`src/rtl/control_sequencer.sv`:
```
// control_sequencer: Moore control FSM that walks the datapath through
// fetch (T0..T2) and execute (T3..T6) of register-to-register ALU
// instructions, parking in HALT on halt or undefined opcodes.
// Optional feature macro: MULDIV_EN enables the mul/div sequence through T6.
// Without it the mul/div opcodes halt at T3, and Zin_high, HIin, LOin and
// Zhighout stay 0.
module control_sequencer (
    input  logic        Clock,
    input  logic        clear,
    input  logic [31:0] IR,
    input  logic        Mem_ready,
    output logic        PCout,
    output logic        Zlowout,
    output logic        Zhighout,
    output logic        MDRout,
    output logic        MARin,
    output logic        PCin,
    output logic        MDRin,
    output logic        IRin,
    output logic        Yin,
    output logic        Zin_low,
    output logic        Zin_high,
    output logic        HIin,
    output logic        LOin,
    output logic        IncPC,
    output logic        Read,
    output logic [3:0]  operation,
    output logic [15:0] Rin,
    output logic [15:0] Rout,
    output logic        Run
);

    localparam int unsigned OPC_W     = 5;
    localparam int unsigned REG_IDX_W = 4;
    localparam int unsigned NUM_REGS  = 16;
    localparam int unsigned OP_W      = 4;

    // Instruction opcodes
    localparam logic [OPC_W-1:0] OPC_ADD  = 5'b00011;
    localparam logic [OPC_W-1:0] OPC_SUB  = 5'b00100;
    localparam logic [OPC_W-1:0] OPC_AND  = 5'b00101;
    localparam logic [OPC_W-1:0] OPC_OR   = 5'b00110;
    localparam logic [OPC_W-1:0] OPC_SHR  = 5'b00111;
    localparam logic [OPC_W-1:0] OPC_SHRA = 5'b01000;
    localparam logic [OPC_W-1:0] OPC_SHL  = 5'b01001;
    localparam logic [OPC_W-1:0] OPC_ROR  = 5'b01010;
    localparam logic [OPC_W-1:0] OPC_ROL  = 5'b01011;
`ifdef MULDIV_EN
    localparam logic [OPC_W-1:0] OPC_MUL  = 5'b01111;
    localparam logic [OPC_W-1:0] OPC_DIV  = 5'b10000;
`endif

    // ALU operation select codes
    localparam logic [OP_W-1:0] OP_NONE = 4'b0000;
    localparam logic [OP_W-1:0] OP_ADD  = 4'b0001;
    localparam logic [OP_W-1:0] OP_SUB  = 4'b0010;
    localparam logic [OP_W-1:0] OP_AND  = 4'b0011;
    localparam logic [OP_W-1:0] OP_OR   = 4'b0100;
    localparam logic [OP_W-1:0] OP_SHR  = 4'b0101;
    localparam logic [OP_W-1:0] OP_SHRA = 4'b0110;
    localparam logic [OP_W-1:0] OP_SHL  = 4'b0111;
    localparam logic [OP_W-1:0] OP_ROR  = 4'b1000;
    localparam logic [OP_W-1:0] OP_ROL  = 4'b1001;
`ifdef MULDIV_EN
    localparam logic [OP_W-1:0] OP_MUL  = 4'b1010;
    localparam logic [OP_W-1:0] OP_DIV  = 4'b1011;
`endif

    typedef enum logic [2:0] {
        T0   = 3'd0,
        T1   = 3'd1,
        T2   = 3'd2,
        T3   = 3'd3,
        T4   = 3'd4,
        T5   = 3'd5,
        T6   = 3'd6,
        HALT = 3'd7
    } state_e;

    state_e state_q, state_d;
    // Set once T1 has already spent a cycle waiting on memory, so PCin is single-shot
    logic   t1_wait_q, t1_wait_d;

    logic [OPC_W-1:0]     opcode_c;
    logic [REG_IDX_W-1:0] ra_c;
    logic [REG_IDX_W-1:0] rb_c;
    logic [REG_IDX_W-1:0] rc_c;
    logic [OP_W-1:0]      alu_code_c;
    logic                 is_alu_c;
    logic                 is_muldiv_c;
    logic                 unused_ir_bits_c;

    assign opcode_c         = IR[31:27];
    assign ra_c             = IR[26:23];
    assign rb_c             = IR[22:19];
    assign rc_c             = IR[18:15];
    assign unused_ir_bits_c = ^IR[14:0];

    // One-hot general-register select; index 0 selects R0
    function automatic logic [NUM_REGS-1:0] reg_sel(input logic [REG_IDX_W-1:0] idx);
        reg_sel = NUM_REGS'(1) << idx;
    endfunction

    // Opcode classification and ALU operation code
    always_comb begin
        alu_code_c  = OP_NONE;
        is_alu_c    = 1'b0;
        is_muldiv_c = 1'b0;
        case (opcode_c)
            OPC_ADD:  begin alu_code_c = OP_ADD;  is_alu_c = 1'b1; end
            OPC_SUB:  begin alu_code_c = OP_SUB;  is_alu_c = 1'b1; end
            OPC_AND:  begin alu_code_c = OP_AND;  is_alu_c = 1'b1; end
            OPC_OR:   begin alu_code_c = OP_OR;   is_alu_c = 1'b1; end
            OPC_SHR:  begin alu_code_c = OP_SHR;  is_alu_c = 1'b1; end
            OPC_SHRA: begin alu_code_c = OP_SHRA; is_alu_c = 1'b1; end
            OPC_SHL:  begin alu_code_c = OP_SHL;  is_alu_c = 1'b1; end
            OPC_ROR:  begin alu_code_c = OP_ROR;  is_alu_c = 1'b1; end
            OPC_ROL:  begin alu_code_c = OP_ROL;  is_alu_c = 1'b1; end
`ifdef MULDIV_EN
            OPC_MUL:  begin alu_code_c = OP_MUL;  is_muldiv_c = 1'b1; end
            OPC_DIV:  begin alu_code_c = OP_DIV;  is_muldiv_c = 1'b1; end
`endif
            default:  alu_code_c = OP_NONE;
        endcase
    end

    // State register; clear forces T0 immediately
    always_ff @(posedge Clock or negedge clear) begin
        if (!clear) begin
            state_q   <= T0;
            t1_wait_q <= 1'b0;
        end else begin
            state_q   <= state_d;
            t1_wait_q <= t1_wait_d;
        end
    end

    // Next-state logic
    always_comb begin
        state_d   = state_q;
        t1_wait_d = 1'b0;
        case (state_q)
            T0:   state_d = T1;
            T1: begin
                if (Mem_ready) begin
                    state_d = T2;
                end else begin
                    state_d   = T1;
                    t1_wait_d = 1'b1;
                end
            end
            T2:   state_d = T3;
            T3:   state_d = (is_alu_c || is_muldiv_c) ? T4 : HALT;
            T4:   state_d = T5;
            T5:   state_d = is_muldiv_c ? T6 : T0;
            T6:   state_d = T0;
            HALT: state_d = HALT;
            default: state_d = T0;
        endcase
    end

    // Moore output decode from state and IR; everything held low while clear is asserted
    always_comb begin
        PCout     = 1'b0;
        Zlowout   = 1'b0;
        Zhighout  = 1'b0;
        MDRout    = 1'b0;
        MARin     = 1'b0;
        PCin      = 1'b0;
        MDRin     = 1'b0;
        IRin      = 1'b0;
        Yin       = 1'b0;
        Zin_low   = 1'b0;
        Zin_high  = 1'b0;
        HIin      = 1'b0;
        LOin      = 1'b0;
        IncPC     = 1'b0;
        Read      = 1'b0;
        operation = OP_NONE;
        Rin       = '0;
        Rout      = '0;
        Run       = 1'b1;
        case (state_q)
            T0: begin
                PCout   = 1'b1;
                MARin   = 1'b1;
                IncPC   = 1'b1;
                Zin_low = 1'b1;
            end
            T1: begin
                Zlowout = 1'b1;
                PCin    = !t1_wait_q;
                Read    = 1'b1;
                MDRin   = 1'b1;
            end
            T2: begin
                MDRout = 1'b1;
                IRin   = 1'b1;
            end
            T3: begin
                if (is_alu_c || is_muldiv_c) begin
                    Rout = reg_sel(rb_c);
                    Yin  = 1'b1;
                end
            end
            T4: begin
                Rout      = reg_sel(rc_c);
                Zin_low   = 1'b1;
                Zin_high  = is_muldiv_c;
                operation = alu_code_c;
            end
            T5: begin
                Zlowout = 1'b1;
                if (is_muldiv_c) begin
                    LOin = 1'b1;
                end else begin
                    Rin = reg_sel(ra_c);
                end
            end
            T6: begin
`ifdef MULDIV_EN
                Zhighout = 1'b1;
                HIin     = 1'b1;
`endif
            end
            HALT: Run = 1'b0;
            default: Run = 1'b1;
        endcase
        if (!clear) begin
            PCout     = 1'b0;
            Zlowout   = 1'b0;
            Zhighout  = 1'b0;
            MDRout    = 1'b0;
            MARin     = 1'b0;
            PCin      = 1'b0;
            MDRin     = 1'b0;
            IRin      = 1'b0;
            Yin       = 1'b0;
            Zin_low   = 1'b0;
            Zin_high  = 1'b0;
            HIin      = 1'b0;
            LOin      = 1'b0;
            IncPC     = 1'b0;
            Read      = 1'b0;
            operation = OP_NONE;
            Rin       = '0;
            Rout      = '0;
            Run       = 1'b1;
        end
    end

endmodule

```
`config.mk`:
```
export PLATFORM = sky130hd
export DESIGN_NAME = control_sequencer
export DESIGN_NICKNAME = d
export VERILOG_FILES = /design/src/rtl/control_sequencer.sv
export SDC_FILE = /design/constraint.sdc
export NUM_CORES = 1
export LEC_CHECK = 0
export CAP_MARGIN = 0
export CORE_MARGIN = 2
export CORE_UTILIZATION = 30
export CTS_BUF_LIST = sky130_fd_sc_hd__clkbuf_4 sky130_fd_sc_hd__clkbuf_8
export DETAILED_ROUTE_END_ITERATION = 10
export PLACE_DENSITY_LB_ADDON = 0.25
export RECOVER_POWER = 50
export SLEW_MARGIN = 20
export SYNTH_ARGS = -nofsm -noshare
export SYNTH_HDL_FRONTEND = slang
export SYNTH_SLANG_ARGS = --single-unit
```
`constraint.sdc`:
```
create_clock -name Clock -period 1.8 [get_ports Clock]
set_clock_uncertainty 0.05 [all_clocks]
set_input_delay 0.27 -clock Clock [delete_from_list [all_inputs] [get_ports Clock]]
set_output_delay 0.27 -clock Clock [all_outputs]
set_load 0.05 [all_outputs]
```
; ---- Word level (Yosys, flattened, before mapping)
; Cells that the tools add are included.
[op_classes]
n_eq_ne = 16
n_reduce_logical = 6
mux = 31
shift = 3
[ops]
columns = op, n
row1 = 16-bit 2-to-1 mux, 4
row2 = 1-bit by 4-bit << shifter with 16-bit output (first input constant), 3
row3 = 4-bit case mux with 9 select lines, 1
row4 = 16-bit case mux with 2 select lines, 1
row5 = 3-bit case mux with 7 select lines, 1
row6 = 5-bit by 3-bit equality test with 1-bit output (second input constant), 4
row7 = 5-bit by 4-bit equality test with 1-bit output (second input constant), 4
row8 = 1-bit 2-to-1 mux, 20
row9 = 3-bit equality test (second input constant), 4
row10 = 9-bit OR reduction, 1
row11 = 4-bit 2-to-1 mux, 2
row12 = 3-bit by 2-bit equality test with 1-bit output (second input constant), 2
row13 = 2-bit OR reduction, 3
row14 = 5-bit by 2-bit equality test with 1-bit output (second input constant), 1
row15 = 2-bit 2-to-1 mux, 2
row16 = 3-bit by 1-bit equality test with 1-bit output (second input constant), 1
row17 = 3-bit zero test, 1
row18 = 1-bit zero test, 1
[word_totals]
inputBits = 35
ff_bits = 4
output_inout_bits = 52
word_cells = 58

; ---- Longest topological paths before layout
; Gate-level depths: netlist of the first run.
[logic_depth]
depth_word = 6
depth_mapped = 6
depth_no_buf = 3

; ---- Worst setup path after synthesis of the first run
; OpenSTA, ideal clock, no wires.
[synth_path]
kind = reg2out
start = register state_q[2]
end = output MDRout
slack_ps = -935
n_path_buf = 2
path_stages_with_launch = 5
arrival_ps = 2415
t_required_ps = 1480
path_cell_list = dfrtp_1 buf_2 or2b_1 nor3b_1 buf_4
[synth_via]
elab_chain_cells = 3
[synth_rtl]
columns = item, line
row1 = start: declaration, 80  ; state_e state_q, state_d;
row2 = start signal: assignment, 133  ; state_q <= state_d;
row3 = 3-bit by 2-bit equality test with 1-bit output, n/a
row4 = 1-bit 2-to-1 mux (2 in a row), n/a
row5 = end: declaration, 15  ; output logic MDRout,
; No other way between the ends.

; ---- Worst setup path in the final report of the first run
[layout_path]
start = register state_q[1]
end = output Rin[8]
[layout_via]
elab_chain_cells = 3
[layout_rtl]
columns = item, line
row1 = 3-bit equality test, 183  ; case (state_q)
row2 = 16-bit 2-to-1 mux, 183
row3 = 16-bit 2-to-1 mux, 229  ; if (!clear) begin
row4 = end: declaration, 28  ; output logic [15:0] Rin,
; No other way between the ends.

==> results.cfg, run 1 <==
[die]
num_rows = 21
start_util_pct = 31.0
die_x_um = 62.7
fp.dieH_um = 62.7
io_pins = 87
placeableCoreArea_um2 = 3340
dieArea_um2 = 3940

[worst_setup_path]
critical_path.max_fanout = 5
setup.worst_path.class = reg2out
worst-endpoint-required_ps = 1480
worstPathCellList = and4b_1 -> buf_4 -> nand3b_1 -> nor3_2 -> buf_12
worst_setup_ep_type = output pin
slowest_stage = sky130_fd_sc_hd__dfrtp_2
critical_path_buf_inv_count = 2
timing.critical_path.arrival_ps = 1770
worst_path_dominant_cell_family = simple AND/OR/NAND/NOR gates
ff2ff_path_depth = 8
start_kind = flip-flop
cpPeakStageDelay_ps = 450
cp_depth = 5

[logic_synthesis]
post_synth_arst_share_pct = 100
synthFlopType = sky130_fd_sc_hd__dfrtp_1
netlist.top_cell.by_area = sky130_fd_sc_hd__nand4_1
seq_area_frac_synth_pct = 9.67
post_synth_main_area_contributors = sky130_fd_sc_hd__nand4_1 11%, sky130_fd_sc_hd__dfrtp_1 9.7%, sky130_fd_sc_hd__a21oi_1 8.7%
yosysWarningCount = 0
post_synth_inst_count = 151
synth-seq-cells = 4
synth_largest_type_area_fraction_pct = 11.5
post_synth_most_frequent_cells = 19 x sky130_fd_sc_hd__nand4_1, 18 x sky130_fd_sc_hd__a21oi_1, 18 x sky130_fd_sc_hd__nor2_1
syn_avg_cell_area_um2 = 6.85
synth_most_common_cell = sky130_fd_sc_hd__nand4_1
synth_edf_count = 0
synth_area_um2 = 1030
synth.lib_cells_used.distinct = 39

[timing]
fin_ws_ps = -289
grt_setup_unrepaired = yes
final_hold_viol_count = 0
finalCriticalPeriod_ps = 2090
clock.fmax_mhz = 479
drv_slew = 0
report.final.setup_viol = 45
final_min_period_over_clock_period_pct = 116

[drt]
finalWirelength_um = 5690
route.detailed.wl_per_inst_um = 19.2
ant_nets = 0
drt_first_pass_iters = 4
drcViolationCount = 0
viasPerCell = 5.79
route.vias.total = 1715
dr.first_iter.drc_count = 80

[hold_path]
hold_path_class = in2async

[cts]
post_cts_hold_buffer_count = 0
clock_tree.root_cell = sky130_fd_sc_hd__clkbuf_4
clock_pin_slew_of_the_registers_on_the_worst_case_setup_and_hold_paths_ps = 40
clock_tree.buffer_depth = 2
cts_tree = yes
cts-htree-levels = 1
cts_sinks = 4
clkLatencyLatePin_ps = 230
cts_buffer_count = 3

[finish]
antenna_cells_inserted = 0
instances_no_fill = 296
area_delta_synth_final_pct = 188
post-route-util_pct = 89.3
design.final.nets = 287
drive_above_1_share_pct = 66.0

[placed_design]
dp_cells = 282
buffer_ports.inserted = 67
globalplace.congestion = 0.822
dpl.hpwl_um = 3820

[grt]
grt_pass1_wl_um = 9190
global_route.overflow_total = 0
groute.usage.overall_pct = 29.0
antenna_found_initial = 0
first_global_vias = 1798
grt_max_degree = 18

[pwr]
peakVddDrop_mv = 0.980
power-per-cell-area_nw_per_um2 = 748
power_leakage_uw = 0.00105

[run_status]
outcome = finished with violations
violations_in_the_final_reports = setup timing

[flow_run]
max_cap_violations = 0
[worst register-to-register path, delay by kind of cell, from the launching register on]
family,cells,cell delay (ps)
buffers and inverters,5,610
DFF,1,410
and+or+nand+nor,1,60
AOI/OAI and AO/OA,2,450
[cells in the final DEF, fill, tap and decap left out, types with 2 or more instances in the layout]
cell	count
sky130_fd_sc_hd__dlygate4sd2_1	5
sky130_fd_sc_hd__dfrtp_2	3
sky130_fd_sc_hd__nor2b_1	4
sky130_fd_sc_hd__nor3_4	7
sky130_fd_sc_hd__nand3b_1	11
sky130_fd_sc_hd__and4b_1	2
sky130_fd_sc_hd__buf_12	52
sky130_fd_sc_hd__nor2_2	3
sky130_fd_sc_hd__nor3_2	2
sky130_fd_sc_hd__nor3_1	3
sky130_fd_sc_hd__conb_1	4
sky130_fd_sc_hd__inv_1	2
sky130_fd_sc_hd__nand2b_1	2
sky130_fd_sc_hd__a21oi_2	12
sky130_fd_sc_hd__nor2_1	2
sky130_fd_sc_hd__nand4_1	19
sky130_fd_sc_hd__a21oi_4	5
sky130_fd_sc_hd__nand3_1	3
sky130_fd_sc_hd__nand4b_1	2
sky130_fd_sc_hd__buf_6	11
sky130_fd_sc_hd__nand3_2	4
sky130_fd_sc_hd__clkdlybuf4s50_1	14
sky130_fd_sc_hd__clkbuf_4	3
sky130_fd_sc_hd__buf_4	31
sky130_fd_sc_hd__nand2_1	3
sky130_fd_sc_hd__nor2_4	13
[sequential cells by signal, indices dropped and copies added (netlist names)]
name,flops
state_q,3
t1_wait_q,1
[kinds of logic after synthesis]
| group | share of synthesized area (%) |
|---|---|
| compound gates | 16.4 |
| other cells | 0.362 |
| buf+inv | 14.0 |
| xor+xnor | 0.847 |
| simple gates | 58.6 |
| flops | 9.67 |
[layout make-up]
class	count	area (um2)
Sequential cell	4	104
Fill cell	135	358
Timing Repair Buffer	114	1610
Multi-Input combinational cell	127	1180
Clock buffer	3	22.5
Inverter	2	7.51
Tap cell	46	57.6
[through the flow]
stage / total power [uW] / hold slack [ps] / area, um2 / worst slack, ps / TNS [ps]
CTS: 2210 / 53.8 / 2930 / -264 / -7910
global route: 2320 / 73.1 / 2980 / -359 / -10720
floorplan: 1050 / -75.6 / 1220 / -396 / -6430
detailed placement: 1720 / 563 / 2590 / -336 / -11070
global placement: 1660 / 551 / 2590 / -318 / -9420
finish: 2230 / 76.1 / 2980 / -289 / -8070
[what timing repair did]
action | 4_1_cts | 5_1_grt
setup buffers | 9 | 2
pin swaps | 31 | 17
setup endpoints to repair | 46 | 47
resized for setup | 56 | 15
gates cloned | 2 | 0
[where the power goes]
part	switching, uW	total, uW	internal, uW
Sequential	79.8	218	138
Clock	33.7	108	74.4
Combinational	967	1900	935
Total	1080	2230	1150
[per-layer routing]
metal  GRT usage, %  vias up  wire length [um]  share of wire (%)
li1               -      761                 -                  -
met1           33.8      831              2200                 39
met2           52.0      101              2940                 52
met3           5.59       22               376                6.6
met4           11.4        0               170                3.0
met5              0        -                 0                  0
[path summary, 6_finish.rpt]
kind / start / to / slack [ps]
worst max-delay path: state_q[1] / Rin[8] / -290
worst max register to register: state_q[2] / state_q[0] / 100
max in group asynchronous: clear / state_q[1] / 1480
worst min register to register: state_q[2] / t1_wait_q / 660
min in group Clock: Mem_ready / t1_wait_q / 610
worst min-delay path: clear / t1_wait_q / 80
No activity file was read; power rests on OpenSTA's default activity.
==> run 2: changes to the inputs <==
==> constraint.sdc (replaced) <==
create_clock -name Clock -period 2 [get_ports Clock]
set_clock_uncertainty 0.05 [all_clocks]
set_input_delay 0.3 -clock Clock [delete_from_list [all_inputs] [get_ports Clock]]
set_output_delay 0.3 -clock Clock [all_outputs]
set_load 0.05 [all_outputs]
==> results.cfg, run 2 (synthesis gave the netlist of run 1 again) <==
[placed_design]
dpl.hpwl_um = 3320
dp_cells = 267
placement.cell_area_um2 = 2430
buffer_ports.inserted = 67
globalplace.congestion = 0.782

[grt]
antenna_found_initial = 0
first_global_vias = 1452
grt_max_degree = 19
groute.usage.overall_pct = 23.1
global_route.overflow_total = 0
grt_pass1_wl_um = 7360

[worst_setup_path]
r2r-end = state_q[0]
critical_path.max_fanout = 8
worst-endpoint-required_ps = 1650
worst_setup_ep_type = output pin
ff2ff_path_depth = 5
start_kind = flip-flop
crit-reg2reg-launch = state_q[2]
setup.worst_path.class = reg2out
timing.critical_path.arrival_ps = 1850
reg2reg_setup_slack_ps = 440

[drt]
dr.first_iter.drc_count = 67
route.vias.total = 1641
drcViolationCount = 0
viasPerCell = 5.78
drt_first_pass_iters = 4
finalWirelength_um = 5540
route.detailed.wl_per_inst_um = 19.5
ant_nets = 0

[cts]
cts_tree = yes
cts_sinks = 4
clock_tree.buffer_depth = 2
cts-htree-levels = 1
cts_buffer_count = 3
clkLatencyLatePin_ps = 250
clock_pin_slew_of_the_registers_on_the_worst_case_setup_and_hold_paths_ps = 40
clock_tree.root_cell = sky130_fd_sc_hd__clkbuf_4

[die]
io_pins = 87
start_util_pct = 31.0
fp.dieH_um = 62.7
num_rows = 21
die_x_um = 62.7
dieArea_um2 = 3940
placeableCoreArea_um2 = 3340

[finish]
design.final.nets = 275
area_delta_synth_final_pct = 177
instances_no_fill = 284
final_common_cell = sky130_fd_sc_hd__buf_12
largestRegisters = state_q x3, t1_wait_q x1
post-route-util_pct = 85.9
layout.cell_area.non_filler_um2 = 2870
register_with_the_most_flip_flops = state_q
largest_register_ff_count = 3
most-common-layout-cells = 51 x sky130_fd_sc_hd__buf_12, 24 x sky130_fd_sc_hd__buf_4, 19 x sky130_fd_sc_hd__nand4_1
antenna_cells_inserted = 0
drive_above_1_share_pct = 63.4

[timing]
slew-limit-headroom_pct = 47.7
fin_ws_ps = -200
worst_hold_slack_ps = 83.1
final_min_period_over_clock_period_pct = 110
final_hold_viol_count = 0
clock.fmax_mhz = 455
worstMarginPinSlew_ps = 785
drv_slew = 0
grt_setup_unrepaired = yes
finalCriticalPeriod_ps = 2200
report.final.setup_viol = 33

[run_status]
outcome = finished with violations
violations_in_the_final_reports = setup timing

[pwr]
peakVddDrop_mv = 0.678
power-per-cell-area_nw_per_um2 = 687
power_leakage_uw = 0.000979

[hold_path]
hold_path_class = in2async

[flow_run]
max_cap_violations = 0
-- run 2: changes by cell type in the layout (fill, tap and decap cells not counted), sizes merged --
cell           previous run  this run
buf                      95        82
clkbuf                    3         4
dlygate4sd2               5         6
clkdlybuf4s50            14        13
-- run 2: worst max-delay path, cell delays in order (launching register included) --
cell and delay [ps]:
sky130_fd_sc_hd__dfrtp_1 400, sky130_fd_sc_hd__buf_6 160, sky130_fd_sc_hd__and4bb_4 440, sky130_fd_sc_hd__nand4_1 190, sky130_fd_sc_hd__a21oi_4 250, sky130_fd_sc_hd__buf_12 150
-- run 2: layout make-up --
type	instances	area (um2)
Tap cell	46	57.6
Clock buffer	3	22.5
Timing Repair Buffer	102	1490
Sequential cell	4	100
Inverter	2	7.51
Fill cell	167	472
Multi-Input combinational cell	127	1190
-- run 2: how the worst max path moves through the flow --
| stage | start | endpoint | slack [ps] | cells after the start |
|---|---|---|---|---|
| after floorplan | state_q[0] | operation[0] | -390 | 4 |
| after global placement | clear | Rin[0] | -180 | 5 |
| after detailed placement | clear | Rin[5] | -200 | 5 |
| after CTS | state_q[1] | Rin[0] | -120 | 4 |
| after global routing | state_q[1] | Rout[6] | -260 | 7 |
| final | state_q[1] | Rout[15] | -200 | 5 |
-- run 2: through the flow --
stage | setup slack, ps | setup TNS, ps | total power, uW
2_1_floorplan | -394 | -1110 | 909
3_3_place_gp | -179 | -3190 | 1400
3_5_place_dp | -201 | -4200 | 1440
4_1_cts | -116 | -1430 | 1710
5_1_grt | -257 | -5650 | 2040
6_report | -200 | -3450 | 1970
-- run 2: power breakdown --
group	switching [uW]	internal [uW]	leakage (uW)
logic	908	798	0.000917
clock network	40.8	67.6	0.0000138
registers	36.0	118	0.0000488
-- run 2: layer usage --
| layer | up-vias | share of wire, % | global-route usage (%) |
|---|---|---|---|
| li1 | 737 | - | - |
| met1 | 800 | 39 | 28.3 |
| met2 | 82 | 53 | 42.3 |
| met3 | 22 | 5.5 | 3.24 |
| met4 | 0 | 2.9 | 5.83 |
| met5 | - | 0 | 0 |
-- run 2: repair_timing --
item                                    4_1_cts  5_1_grt
pin swaps                                    20       15
resized for setup                            34       33
cloned                                        0        1
buffers inserted                              7        7
hold buffers                                  0        0
endpoints found under the setup margin       45       36
==> run 3: changes to the inputs <==
--- a/config.mk
+++ b/config.mk
@@ -5,11 +5,14 @@
 export SDC_FILE = /design/constraint.sdc
 export NUM_CORES = 1
 export LEC_CHECK = 0
+export ABC_AREA = 1
 export CAP_MARGIN = 0
 export CORE_MARGIN = 2
 export CORE_UTILIZATION = 30
 export CTS_BUF_LIST = sky130_fd_sc_hd__clkbuf_4 sky130_fd_sc_hd__clkbuf_8
+export CTS_CLUSTER_DIAMETER = 120
 export DETAILED_ROUTE_END_ITERATION = 10
+export GPL_ROUTABILITY_DRIVEN = 1
 export PLACE_DENSITY_LB_ADDON = 0.25
 export RECOVER_POWER = 50
 export SLEW_MARGIN = 20
==> results.cfg, run 3 <==
[run_status]
outcome = complete, no violations

[logic_synthesis]
syn_avg_cell_area_um2 = 5.95
synth.mux.area_fraction_pct = 0
synth_area_um2 = 1130
post_synth_most_frequent_cells = 41 x sky130_fd_sc_hd__nor2_1, 27 x sky130_fd_sc_hd__nand2_1, 26 x sky130_fd_sc_hd__nand3_1
post_synth_main_area_contributors = sky130_fd_sc_hd__nor2_1 14%, sky130_fd_sc_hd__nand3_1 12%, sky130_fd_sc_hd__nand3_2 9.7%
synth_largest_type_area_fraction_pct = 13.6
synthFlopType = sky130_fd_sc_hd__dfrtp_1
netlist.top_cell.by_area = sky130_fd_sc_hd__nor2_1
post_synth_and_or_nand_nor_area_fraction_pct = 61.8
area_fraction_in_compound_gates_after_synthesis_pct = 12.4
synth.lib_cells_used.distinct = 23
yosysWarningCount = 0
post_synth_inst_count = 190
synth_edf_count = 0
synth-seq-cells = 4
combinational_family_with_the_most_area_after_synthesis = simple AND/OR/NAND/NOR gates
seq_area_frac_synth_pct = 8.86
post_synth_arst_share_pct = 100
adder_cell_area_share_of_the_yosys_netlist_pct = 0
synth_xor_area_share_pct = 0
synth_most_common_cell = sky130_fd_sc_hd__nor2_1

[grt]
grt_pass1_wl_um = 6560
grt_busiest_layer = met2
first_global_vias = 1470
groute.usage.overall_pct = 19.2
globalRouteMet3Util_pct = 4.28
grt.met1_usage_pct = 24.1
grt_max_degree = 19
antenna_found_initial = 0
grt_util_met2_pct = 32.5
global_route.overflow_total = 0

[placed_design]
placement.cell_area_um2 = 2620
globalplace.congestion = 0.845
dp_cells = 312
dp_worst_setup_slack_ps = -120
dpl.hpwl_um = 3310
buffer_ports.inserted = 67

[timing]
fin_ws_ps = 44.6
clock.fmax_mhz = 511
drv_slew = 0
final_hold_viol_count = 0
finalCriticalPeriod_ps = 1960
final_min_period_over_clock_period_pct = 97.8
report.final.setup_viol = 0
grt_setup_unrepaired = yes

[finish]
area_delta_synth_final_pct = 151
design.final.nets = 314
drive_above_1_share_pct = 58.5
most-common-layout-cells = 50 x sky130_fd_sc_hd__buf_12, 25 x sky130_fd_sc_hd__nand3_1, 25 x sky130_fd_sc_hd__nand2_1
largest_register_ff_count = 3
antenna_cells_inserted = 0
final_common_cell = sky130_fd_sc_hd__buf_12
largestRegisters = state_q x3, t1_wait_q x1
register_with_the_most_flip_flops = state_q
layout.cell_area.non_filler_um2 = 2840
instances_no_fill = 325

[drt]
ant_nets = 0
drcViolationCount = 0
route.vias.total = 1603
route.detailed.wl_per_inst_um = 13.9
viasPerCell = 4.93
finalWirelength_um = 4510
drt_first_pass_iters = 4
dr.first_iter.drc_count = 45

[cts]
post_cts_hold_buffer_count = 0
clock_tree.buffer_depth = 2
cts_tree = yes
cts_sinks = 4
clock_tree.root_cell = sky130_fd_sc_hd__clkbuf_8
clkLatencyLatePin_ps = 230
cts-htree-levels = 1
clock_pin_slew_of_the_registers_on_the_worst_case_setup_and_hold_paths_ps = 30
cts_buffer_count = 3

[pwr]
power-per-cell-area_nw_per_um2 = 595
peakVddDrop_mv = 0.386
fin_total_pwr_uw = 1690
power_leakage_uw = 0.00112

[worst_setup_path]
r2r-end = state_q[1]
ff2ff_path_depth = 5
worst_setup_ep_type = output pin
setup.worst_path.class = reg2out
reg2reg_setup_slack_ps = 630
start_kind = flip-flop
worst-endpoint-required_ps = 1650
crit-reg2reg-launch = state_q[0]
critical_path.max_fanout = 9
timing.critical_path.arrival_ps = 1610

[die]
die_x_um = 65.4
fp.dieH_um = 65.4
dieArea_um2 = 4270
placeableCoreArea_um2 = 3630
start_util_pct = 31.1
num_rows = 22
io_pins = 87

[flow_run]
max_cap_violations = 0

[hold_path]
hold_path_class = in2async
run 3: cell count changes after synthesis, sizes merged, moves of 5 or more:
cell / delta
nand4: -19
nand3b: -11
nor2: +30
buf: -6
nor2b: -5
nand3: +29
nand2: +27
inv: +19
run 3: critical path, stage by stage (launching register included):
cell and delay (ps):
sky130_fd_sc_hd__dfrtp_2 460, sky130_fd_sc_hd__nand2_4 130, sky130_fd_sc_hd__nor2_4 280, sky130_fd_sc_hd__nand3_1 150, sky130_fd_sc_hd__a21oi_2 210, sky130_fd_sc_hd__buf_12 160
run 3: final cells by class:
cell class / instances / area, um2
clock buffers: 3 / 41.3
fillers: 223 / 797
inverters: 21 / 81.3
multi-input cells: 156 / 1160
flip-flops and latches: 4 / 104
well taps: 48 / 60.1
repair buffers: 93 / 1390
run 3: repair_timing:
action                                  CTS  global route
cloned                                    1             1
endpoints found under the setup margin   28            31
pin swaps                                 7            18
gates resized for setup                  12            25
buffers inserted                          3             5
run 3: report_power, final:
part	switching (uW)	total (uW)	internal, uW
clock	51.4	181	129
combinational	777	1300	526
sequential	81.4	204	123
run 3: layer usage:
metal | up-vias | share of wire [%] | wire length (um)
met1 | 729 | 41 | 1860
met5 | - | 0 | 0
met3 | 6 | 6.9 | 310
li1 | 789 | - | -
met2 | 79 | 51 | 2280
met4 | 0 | 1.3 | 59
run 3: worst max path at each step:
stage	start	to	slack, ps	depth (start not counted)
3_5_place_dp	IR[29]	Rout[3]	-120	10
6_report	state_q[0]	Rout[4]	40	5
4_1_cts	IR[15]	Rout[11]	-30	6
3_3_place_gp	IR[29]	Rout[3]	-130	10
2_1_floorplan	state_q[0]	MARin	-140	4
5_1_grt	IR[17]	Rout[12]	-50	6
run 3: metrics by stage:
| step | util, % | setup TNS [ps] | hold WS [ps] |
|---|---|---|---|
| after floorplan | - | -1400 | -45.6 |
| after global placement | 72.1 | -1840 | 558 |
| after detailed placement | 72.1 | -1960 | 581 |
| after CTS | 75.2 | -112 | 363 |
| after global routing | 78.1 | -265 | 203 |
| final | 78.1 | 0 | 182 |
run 3: kinds of logic after synthesis:
| logic type | Yosys count |
|---|---|
| compound gates | 20 |
| buf+inv | 34 |
| flops | 4 |
| other cells | 1 |
| simple gates | 131 |
